File: config.mk
export PLATFORM = sky130hd
export DESIGN_NAME = raga_timer_flat
export DESIGN_NICKNAME = d
export VERILOG_FILES = /design/src/rtl/raga_timer_if.sv /design/src/rtl/raga_timer.sv /design/src/flat_wrapper.sv
export SDC_FILE = /design/constraint.sdc
export NUM_CORES = 1
export LEC_CHECK = 0
export ABC_AREA = 1
export ABC_CLOCK_PERIOD_IN_PS = 2050
export BUFFER_PORTS_ARGS = -buffer_cell sky130_fd_sc_hd__buf_2
export CAP_MARGIN = 20
export CORE_ASPECT_RATIO = 0.6
export CORE_MARGIN = 2
export CORE_UTILIZATION = 60
export CTS_CLUSTER_DIAMETER = 150
export CTS_CLUSTER_SIZE = 40
export DETAILED_ROUTE_END_ITERATION = 10
export PLACE_DENSITY = 0.8
export SLEW_MARGIN = 20
export SYNTH_ARGS = -nofsm -noshare
export SYNTH_HDL_FRONTEND = slang
export SYNTH_SLANG_ARGS = --single-unit
File: constraint.sdc
create_clock -name Clk -period 2.05 [get_ports Clk]
set_input_delay 0.205 -clock Clk [delete_from_list [all_inputs] [get_ports Clk]]
set_output_delay 0.205 -clock Clk [all_outputs]
set_load 0.02 [all_outputs]
File: src/rtl/raga_timer_if.sv
// Control/status bundle of the irrigation timer: operator inputs in, valve drive and BCD readout out.
interface raga_timer_if;
  logic       Load;
  logic [3:0] TensIn;
  logic [3:0] UnitsIn;
  logic       Start;
  logic       Stop;
  logic       Wet;
  logic       Valve;
  logic       Done;
  logic [3:0] Tens;
  logic [3:0] Units;
  logic       Busy;

  modport slave (
    input  Load, TensIn, UnitsIn, Start, Stop, Wet,
    output Valve, Done, Tens, Units, Busy
  );

  modport master (
    output Load, TensIn, UnitsIn, Start, Stop, Wet,
    input  Valve, Done, Tens, Units, Busy
  );
endinterface

File: src/rtl/raga_timer.sv
// Irrigation countdown timer: two-digit BCD duration, DIV-cycle prescaled ticks,
// manual/wet-soil abort with resume, one-cycle Done pulse on natural completion.
module raga_timer #(
  parameter int unsigned DIV = 50000000
) (
  input  logic         Clk,
  input  logic         Rst,
  raga_timer_if.slave  bus
);

  localparam int unsigned PW = (DIV > 2) ? $clog2(DIV) : 1;

  typedef enum logic [1:0] {IDLE, RUN, FIN} state_t;

  state_t        r_state, w_next;
  logic [PW-1:0] r_presc, w_presc;
  logic [3:0]    r_tens, r_units, w_tens, w_units;
  logic          r_valve, r_busy, r_done;
  logic          w_nonzero, w_tick, w_last;

  function automatic logic [3:0] clamp9(input logic [3:0] d);
    return (d > 4'd9) ? 4'd9 : d;
  endfunction

  assign w_nonzero = (r_tens != '0) || (r_units != '0);
  assign w_tick    = (r_presc == PW'(DIV - 1));
  assign w_last    = (r_tens == '0) && (r_units <= 4'd1);

  always_comb begin
    w_next  = r_state;
    w_presc = r_presc;
    w_tens  = r_tens;
    w_units = r_units;
    case (r_state)
      IDLE: begin
        if (bus.Load) begin
          w_tens  = clamp9(bus.TensIn);
          w_units = clamp9(bus.UnitsIn);
        end else if (bus.Start && !bus.Wet && w_nonzero) begin
          w_next  = RUN;
          w_presc = '0;
        end
      end
      RUN: begin
        // abort outranks a coinciding tick, so the remaining time is left untouched
        if (bus.Stop || bus.Wet) begin
          w_next = IDLE;
        end else if (w_tick) begin
          w_presc = '0;
          if (r_units != '0) begin
            w_units = r_units - 4'd1;
          end else if (r_tens != '0) begin
            w_units = 4'd9;
            w_tens  = r_tens - 4'd1;
          end
          if (w_last) w_next = FIN;
        end else begin
          w_presc = r_presc + PW'(1);
        end
      end
      FIN:     w_next = IDLE;
      default: w_next = IDLE;
    endcase
  end

  always_ff @(posedge Clk or negedge Rst) begin
    if (!Rst) begin
      r_state <= IDLE;
      r_presc <= '0;
      r_tens  <= '0;
      r_units <= '0;
      r_valve <= 1'b0;
      r_busy  <= 1'b0;
      r_done  <= 1'b0;
    end else begin
      r_state <= w_next;
      r_presc <= w_presc;
      r_tens  <= w_tens;
      r_units <= w_units;
      // outputs registered from the next state so they track r_state without a decode glitch
      r_valve <= (w_next == RUN);
      r_busy  <= (w_next == RUN);
      r_done  <= (w_next == FIN);
    end
  end

  assign bus.Valve = r_valve;
  assign bus.Busy  = r_busy;
  assign bus.Done  = r_done;
  assign bus.Tens  = r_tens;
  assign bus.Units = r_units;

endmodule

File: src/flat_wrapper.sv
// flat-port wrapper written by rule: the top's interface ports become plain ports
module raga_timer_flat 
#(
  parameter int unsigned DIV = 50000000
)
  (Clk, Rst, bus_Load, bus_TensIn, bus_UnitsIn, bus_Start, bus_Stop, bus_Wet, bus_Valve, bus_Done, bus_Tens, bus_Units, bus_Busy);
  raga_timer_if bus_i ();
  input  logic Clk;
  input  logic Rst;
  input wire logic [$bits(bus_i.Load)-1:0] bus_Load;
  input wire logic [$bits(bus_i.TensIn)-1:0] bus_TensIn;
  input wire logic [$bits(bus_i.UnitsIn)-1:0] bus_UnitsIn;
  input wire logic [$bits(bus_i.Start)-1:0] bus_Start;
  input wire logic [$bits(bus_i.Stop)-1:0] bus_Stop;
  input wire logic [$bits(bus_i.Wet)-1:0] bus_Wet;
  output wire logic [$bits(bus_i.Valve)-1:0] bus_Valve;
  output wire logic [$bits(bus_i.Done)-1:0] bus_Done;
  output wire logic [$bits(bus_i.Tens)-1:0] bus_Tens;
  output wire logic [$bits(bus_i.Units)-1:0] bus_Units;
  output wire logic [$bits(bus_i.Busy)-1:0] bus_Busy;
  assign bus_i.Load = bus_Load;
  assign bus_i.TensIn = bus_TensIn;
  assign bus_i.UnitsIn = bus_UnitsIn;
  assign bus_i.Start = bus_Start;
  assign bus_i.Stop = bus_Stop;
  assign bus_i.Wet = bus_Wet;
  assign bus_Valve = bus_i.Valve;
  assign bus_Done = bus_i.Done;
  assign bus_Tens = bus_i.Tens;
  assign bus_Units = bus_i.Units;
  assign bus_Busy = bus_i.Busy;
  raga_timer #(.DIV(DIV)) u_core (.Clk(Clk), .Rst(Rst), .bus(bus_i));
endmodule
* Word level (Yosys, flattened, before mapping)
Index checks and enable logic that the tools add are counted.
** Storage, ports and cells
- Logic and storage cells :: 63
- Flip-flop bits (word level) :: 38
- Output and inout port bits :: 11
- Input port bits :: 14
** Cells by class
- Muxes and demuxes :: 25
- Add/subtract/negate cells :: 3
- $lt $le $gt $ge :: 3
- Reductions and logical operators :: 14
- Equality and inequality tests :: 12
** Operator list (number)
- two-way mux 26 bit :: 4
- case mux 26 bit (2 select lines) :: 1
- two-way mux 4 bit :: 12
- adder 26 x 1 -> 26 bit (second input constant) :: 1
- equality test 26 bit (second input constant) :: 1
- case mux 4 bit (2 select lines) :: 2
- two-way mux 2 bit :: 5
- greater-than comparator 4 bit (second input constant) :: 2
- != test 2 bit (second input constant) :: 4
- nonzero test 4 bit :: 2
- subtractor 4 x 1 -> 4 bit (second input constant) :: 2
- != test 2 x 1 -> 1 bit (second input constant) :: 3
- AND reduction 6 bit :: 1
- AND reduction 5 bit :: 1
- equality test 2 x 1 -> 1 bit (second input constant) :: 2
- <= comparator 4 x 1 -> 1 bit (second input constant) :: 1
- zero test 4 bit :: 1
- case mux 2 bit (2 select lines) :: 1
- AND reduction 4 bit :: 1
- logical AND 1 bit :: 3
- != test 3 x 1 -> 1 bit (second input constant) :: 1
- equality test 2 bit (second input constant) :: 1
- zero test 2 bit :: 1
- logical OR 1 bit :: 2
- 2 further kinds :: 2

* Longest topological paths before layout
Gate-level depths: netlist of the first run.
- Word-level depth :: 7
- Mapped depth :: 12
- Depth with buffers taken out :: 12

* Worst setup path before layout of the first run
OpenSTA, ideal clock, no wires.
- Path kind :: reg-to-reg
- Start :: reg u_core.r_tens[0], in the netlist u_core.bus.Tens[0]
- End :: reg u_core.r_presc[20]
- Setup slack :: 0.399 ns
- Data required time :: 1.933 ns
- Setup time :: 0.117 ns
- Cell stages (with the launch flop) :: 13
- Period minus slack after synthesis :: 1.651 ns
- Arrival :: 1.534 ns
- Path buffers :: 1
- Path through :: dfrtp_1 inv_1 ha_1 nand2_1 nor2_1 nand2_1 nand3_1 nand2_2 nand2_4 inv_4 buf_6 nand3_1 nand2_1
** On the way
- Word-level cells in the longest chain between the ends :: 5
** RTL lines
- start, declared :: RTL line raga_timer.sv:17 : logic [3:0] r_tens, r_units, w_tens, w_units;
- start signal, assigned :: RTL line raga_timer.sv:78 : r_tens <= w_tens;
- nonzero test 4 bit :: RTL line raga_timer.sv:25 : assign w_nonzero = (r_tens != '0) || (r_units != '0);
- logical OR 1 bit :: RTL line raga_timer.sv:25
- logical AND 1 bit :: RTL line raga_timer.sv:39 : end else if (bus.Start && !bus.Wet && w_nonzero) begin
- != test 2 x 1 -> 1 bit (no source line)
- AND reduction 4 bit (no source line)
- end signal, assigned :: RTL line raga_timer.sv:77 : r_presc <= w_presc;
- end, declared :: RTL line raga_timer.sv:16 : logic [PW-1:0] r_presc, w_presc;
Every way passes these cells.
A chain may end at the register's enable or synchronous reset.

* Worst setup path in the final report of the first run
- Start :: reg u_core.r_tens[0], in the netlist u_core.bus.Tens[0]
- End :: reg u_core.r_presc[6]
The elaborated chain is that of the path after synthesis.

==> impl_metrics.env, run 1 <==
export IMPL_status="completed"
export IMPL_routed_wl_um=6970
export IMPL_die_y_um=55.8
export IMPL_fin_crit_ns=1.83
export IMPL_regArea_um2=951
export IMPL_via_count=2745
export IMPL_r2r_start="u_core.bus.Tens[0]"
export IMPL_cts_hold_buf=0
export IMPL_critPathArrivalTime_ns=2.06
export IMPL_clockPowerShare_pct=29.7
export IMPL_cp_startpoint="u_core.bus.Tens[0]"
export IMPL_cp_slowest_cell="dfrtp_1"
export IMPL_reg2regPathDepth=11
export IMPL_core_region_area_um2=4210
export IMPL_wl_per_cell_um=13.9
export IMPL_start_kind="flip-flop"
export IMPL_routed_via_density=5.47
export IMPL_dr_wl_met3_um=739
export IMPL_grt_pass1_wl_um=11400
export IMPL_path_buf_inv=2
export IMPL_path_clk_slew_ns=0.08
export IMPL_ys_flop_type="dfrtp_1"
export IMPL_cts_resized=0
export IMPL_fillers=368
export IMPL_endpoint="u_core.r_presc[6]"
export IMPL_ys_warnings_count=0
export IMPL_path_cells="inv_1 -> ha_1 -> nand2_1 -> nor2_1 -> nand2_1 -> nand3_1 -> nand2_2 -> nand2_4 -> buf_4 -> a21oi_1 -> a21oi_1"
export IMPL_cts_htree_levels=2
export IMPL_portBuffers=24
export IMPL_seqPwrFrac_pct=46.0
export IMPL_drive_gt1_share_pct=13.3
export IMPL_crit_cells=11
export IMPL_fin_crit_sh_pct=89.5
export IMPL_syn_area_per_cell_um2=6.50
export IMPL_gp_congestion=0.974
export IMPL_p_sw_share_pct=34.4
export IMPL_tightest_slew_ns=0.850
export IMPL_hpwl_um=5160
export IMPL_ir_worst_vdd_mv=0.558
export IMPL_hold_viol_final=0
export IMPL_synth_edf_count=0
export IMPL_routed_top_layer="met4"
export IMPL_setup_tns_ns=0
export IMPL_place_ws_ns=0.245
export IMPL_diodes=0
export IMPL_fin_nets=457
export IMPL_p_comb_share_pct=24.3
export IMPL_finClkSkew_ns=0.0110
export IMPL_synth_cell_types=33
export IMPL_grt_max_degree=39
export IMPL_multi_input_area_um2=1510
export IMPL_grt_pass1_vias=2416
export IMPL_grt_setup_unrepaired="no"
export IMPL_clock_sinks=38
export IMPL_start_util_pct=63.8
export IMPL_clock_path_buffers=2
export IMPL_drc_errors=0
export IMPL_slew_viol_final=0
export IMPL_synthArstFlopShare_pct=100
export IMPL_wl_met1_um=3450
export IMPL_maxSlewHeadroom_pct=43.3
export IMPL_reg2reg_to="u_core.r_presc[6]"
export IMPL_ys_seq_area_share_pct=35.4
export IMPL_wl_met2_um=2680
export IMPL_cp_end_kind="flip-flop"
export IMPL_chipWidth_um=90.4
export IMPL_ys_ff_latch=38
export IMPL_syn_area_um2=2690
export IMPL_cts_tree="yes"
export IMPL_setup_violations=0
export IMPL_row_count=18
export IMPL_setup_ws_ns=0.216
export IMPL_antenna_found_initial=0
export IMPL_cap_violations=0
export IMPL_p_int_w=0.00121
export IMPL_drt_iter0_drc=301
export IMPL_rrSetupSlack_ns=0.22
export IMPL_power_density_nw_per_um2=625
export IMPL_cp_top_family="simple AND/OR/NAND/NOR gates"
export IMPL_cts_setup_buffers=0
export IMPL_grtUsageTotal_pct=29.0
export IMPL_overflow=0
export IMPL_cts_root_buf="clkbuf_8"
export IMPL_ios=25
export IMPL_fmax_mhz=545
export IMPL_syn2layout_area_growth_pct=10.1
export IMPL_postRouteAntennaNets=0
export IMPL_synth_fp_nets=429
export IMPL_firstDrtPassIters=8
export IMPL_final_cell_count_no_fill=502
export IMPL_leakage_nw=1.37
export IMPL_path_class="flip-flop to flip-flop"
export IMPL_cpPeakStageDelay_ns=0.40
export IMPL_fp_dieArea_um2=5050
export IMPL_cts_buffers=5
export IMPL_hold_path_class="input pin to async pin"
export IMPL_p_switching_w=0.000635
export IMPL_dpl_cell_count=494
export IMPL_critPathMaxFanout=13
export IMPL_clk_latency_ns=0.30
export IMPL_crit_required_ns=2.28
export IMPL_synthCells=413
cell usage after synthesis (all sizes together), types with 3 or more instances:
library cell,count,share of area (%)
dfrtp,38,35
nor2,73,11
o21ai,24,4.5
a21oi,3,0.56
nor3,8,1.5
buf,7,1.9
or2,3,0.70
xor2,9,2.9
nand4,7,1.6
inv,43,6.1
nand2,153,22
nand3,32,7.4
power groups by stage:
stage               clock network, W  logic [W]  registers [W]
finish                      0.000549   0.000448       0.000851
global route                0.000578   0.000499       0.000860
CTS                         0.000555   0.000447       0.000849
detailed placement                 0   0.000444       0.000863
global placement                   0   0.000438       0.000860
floorplan                          0   0.000261       0.000909
cell type report:
cell class	count	share of cell area, %
Clock buffer	7	2.92
Multi-Input combinational cell	323	51.2
Sequential cell	38	32.2
Inverter	44	5.67
Timing Repair Buffer	29	5.33
Tap cell	60	2.54
Clock inverter	1	0.169
metal layers:
layer	global-route usage, %	vias to the layer above
met5	0	-
met1	44.9	1234
met3	6.37	15
met2	40.7	139
met4	7.91	0
li1	-	1357
how the worst min path moves through the flow:
stage / depth (start not counted) / to / slack (ns)
4_1_cts: 1 / u_core.r_presc[12] / 0.04
3_5_place_dp: 1 / u_core.bus.Units[2] / 0.37
2_1_floorplan: 0 / u_core.bus.Done / -0.09
6_report: 1 / u_core.r_presc[13] / 0.003
3_3_place_gp: 1 / u_core.bus.Units[2] / 0.36
5_1_grt: 1 / u_core.r_presc[13] / 0.09
cells in the final DEF (no fill, tap or decap), drive strengths merged:
master,n
nor2,73
or2,3
ha,2
inv,43
dfrtp,38
a31o,1
a31oi,2
nand3b,1
nand3,32
xnor2,1
o21ai,24
nand4,7
clkbuf,7
a22oi,1
a21oi,3
nand2,153
buf,29
nor3,8
xor2,9
a22o,1
clkinv,2
o31ai,2
cell families after synthesis:
family,synth area share (%)
AO/OA/AOI/OAI,6.99
flip-flops,35.4
buffers and inverters,8.24
AND/OR/NAND/NOR,45.2
adder cells (fa/ha/maj),0.931
XOR/XNOR,3.26
state kept, by name (all words and copies together), names as in the netlist:
register / flops
u_core.bus.Tens: 4
u_core.bus.Valve: 1
u_core.bus.Done: 1
u_core.r_state: 2
u_core.r_presc: 26
u_core.bus.Units: 4
worst register-to-register path, delay by kind of cell, from the launching register on:
kind / cells / cell delay, ns
adder cells (fa/ha/maj): 1 / 0.17
flip-flops: 1 / 0.40
AO/OA/AOI/OAI: 2 / 0.17
buffers and inverters: 2 / 0.34
AND/OR/NAND/NOR: 6 / 0.68
metrics by stage:
stage                     util [%]  hold WS (ns)  total power [W]  area (um2)
final                         70.2       0.00319          0.00185        2960
after global routing          70.2        0.0873          0.00194        2960
after CTS                     70.2        0.0448          0.00185        2960
after detailed placement      68.0         0.368          0.00131        2870
after global placement        68.0         0.358          0.00130        2870
after floorplan                  -       -0.0906          0.00117        2690
Note: power is estimated with default switching activity, not from simulation.
==> inputs of run 2 (changes only) <==
Settings changed: CORE_MARGIN 2 to default, CORE_UTILIZATION 60 to 25, PLACE_DENSITY 0.8 to default.
==> impl_metrics.env, run 2 (synthesis gave the netlist of run 1 again) <==
export IMPL_status="completed"
export IMPL_postRouteAntennaNets=0
export IMPL_setup_tns_ns=0
export IMPL_regMostFlops="u_core.r_presc"
export IMPL_finClkSkew_ns=0.00503
export IMPL_wl_per_cell_um=12.6
export IMPL_largest_register_ffs=26
export IMPL_diodes=0
export IMPL_clockPowerShare_pct=36.4
export IMPL_start_util_pct=26.4
export IMPL_slew_viol_final=0
export IMPL_fin_crit_sh_pct=91.9
export IMPL_syn2layout_area_growth_pct=15.6
export IMPL_r2r_start="u_core.bus.Tens[0]"
export IMPL_fin_hold_ws_ns=0.243
export IMPL_p_comb_share_pct=22.1
export IMPL_reg2regPathDepth=12
export IMPL_drt_iter0_drc=239
export IMPL_final_common_cell="nand2_1"
export IMPL_fin_nets=458
export IMPL_fmax_mhz=531
export IMPL_hold_viol_final=0
export IMPL_grtUsageTotal_pct=14.3
export IMPL_portBuffers=24
export IMPL_setup_violations=0
export IMPL_seqPwrFrac_pct=41.5
export IMPL_chipWidth_um=136
export IMPL_cts_htree_levels=2
export IMPL_ir_worst_vdd_mv=0.397
export IMPL_start_kind="flip-flop"
export IMPL_holdCritStartpoint="bus_TensIn[2]"
export IMPL_core_region_area_um2=10200
export IMPL_antenna_found_initial=0
export IMPL_power_density_nw_per_um2=661
export IMPL_critPathArrivalTime_ns=2.11
export IMPL_regArea_um2=951
export IMPL_gp_congestion=0.912
export IMPL_clk_latency_ns=0.29
export IMPL_cts_setup_buffers=0
export IMPL_firstDrtPassIters=5
export IMPL_ios=25
export IMPL_hold_path_class="input pin to flip-flop"
export IMPL_routed_via_density=4.58
export IMPL_cts_tree="yes"
export IMPL_drive_gt1_share_pct=13.3
export IMPL_hold_depth=3
export IMPL_cts_root_buf="clkbuf_16"
export IMPL_via_count=2640
export IMPL_routed_wl_um=7270
export IMPL_grt_pass1_wl_um=12100
export IMPL_critPathMaxFanout=27
export IMPL_fin_crit_ns=1.88
export IMPL_p_sw_share_pct=32.6
export IMPL_grt_max_degree=28
export IMPL_clock_path_buffers=2
export IMPL_tightest_slew_ns=0.360
export IMPL_holdPathEnd="u_core.bus.Tens[2]"
export IMPL_path_class="flip-flop to flip-flop"
export IMPL_reg2reg_to="u_core.r_presc[17]"
export IMPL_hpwl_um=5640
export IMPL_crit_required_ns=2.27
export IMPL_grt_pass1_vias=2443
export IMPL_leakage_nw=1.39
export IMPL_multi_input_area_um2=1510
export IMPL_rrSetupSlack_ns=0.17
export IMPL_row_count=28
export IMPL_grt_setup_unrepaired="no"
export IMPL_clock_sinks=38
export IMPL_fp_dieArea_um2=11200
export IMPL_cts_buffers=5
export IMPL_layout_common_cells="148 x nand2_1, 65 x nor2_1, 39 x inv_1, 38 x dfrtp_1, 29 x nand3_1"
export IMPL_overflow=0
export IMPL_drc_errors=0
export IMPL_die_y_um=82.3
export IMPL_cap_violations=0
export IMPL_cp_end_kind="flip-flop"
export IMPL_p_int_w=0.00138
export IMPL_fillers=1125
export IMPL_p_switching_w=0.000668
export IMPL_path_clk_slew_ns=0.06
export IMPL_maxSlewHeadroom_pct=75.9
[run 2: worst max-delay path, stage by stage (launching register included)]
cell and delay [ns]:
dfrtp_1 0.39, inv_1 0.12, ha_1 0.18, nand2_1 0.07, nor2_1 0.14, nand2_1 0.08
nand3_1 0.13, nand2_2 0.10, nand2_4 0.19, inv_4 0.16, nand2_1 0.10, nand2_1 0.05
nor2_1 0.09
[run 2: final cells by class]
type | count | share of cell area (%)
flip-flops and latches | 38 | 30.6
clock inverters | 2 | 0.322
multi-input cells | 323 | 48.8
inverters | 44 | 5.40
clock buffers | 5 | 4.03
well taps | 135 | 5.44
repair buffers | 30 | 5.40
[run 2: per-layer routing]
metal	GRT usage, %	routed length [um]	vias up	part of all wire [%]
li1	-	-	1364	-
met1	21.4	4050	1203	56
met2	19.3	2670	66	37
met3	4.33	490	7	6.7
met4	3.60	60	0	0.83
met5	0	0	-	0
[run 2: worst max path at each step]
stage,from,endpoint
final,u_core.bus.Tens[0],u_core.r_presc[17]
after global routing,u_core.bus.Tens[0],u_core.r_presc[17]
after CTS,u_core.bus.Tens[0],u_core.r_presc[17]
after detailed placement,u_core.bus.Tens[0],u_core.r_presc[17]
after global placement,u_core.bus.Tens[0],u_core.r_presc[17]
after floorplan,u_core.bus.Tens[0],u_core.r_presc[20]
[run 2: metrics by stage]
stage               total power [W]  utilization (%)  cell area, um2  setup slack (ns)  std cells
finish                      0.00205             30.6            3100             0.167        577
global placement            0.00130             29.1            2960             0.292        569
floorplan                   0.00117                -            2690             0.399        413
global route                0.00217             30.6            3100            0.0377        577
CTS                         0.00208             30.6            3100             0.205        577
detailed placement          0.00131             29.1            2960             0.225        569
[run 2: power by group through the flow]
stage,Combinational (W),Clock (W),Sequential [W]
finish,0.000454,0.000747,0.000852
global route,0.000503,0.000807,0.000861
CTS,0.000453,0.000773,0.000851
detailed placement,0.000450,0,0.000863
global placement,0.000441,0,0.000860
floorplan,0.000261,0,0.000909
[run 2: repair_timing]
| action | in CTS | in global routing |
|---|---|---|
| hold endpoints to repair | 13 | 0 |
| hold buffers | 1 | 0 |
| resized for setup | 0 | 0 |
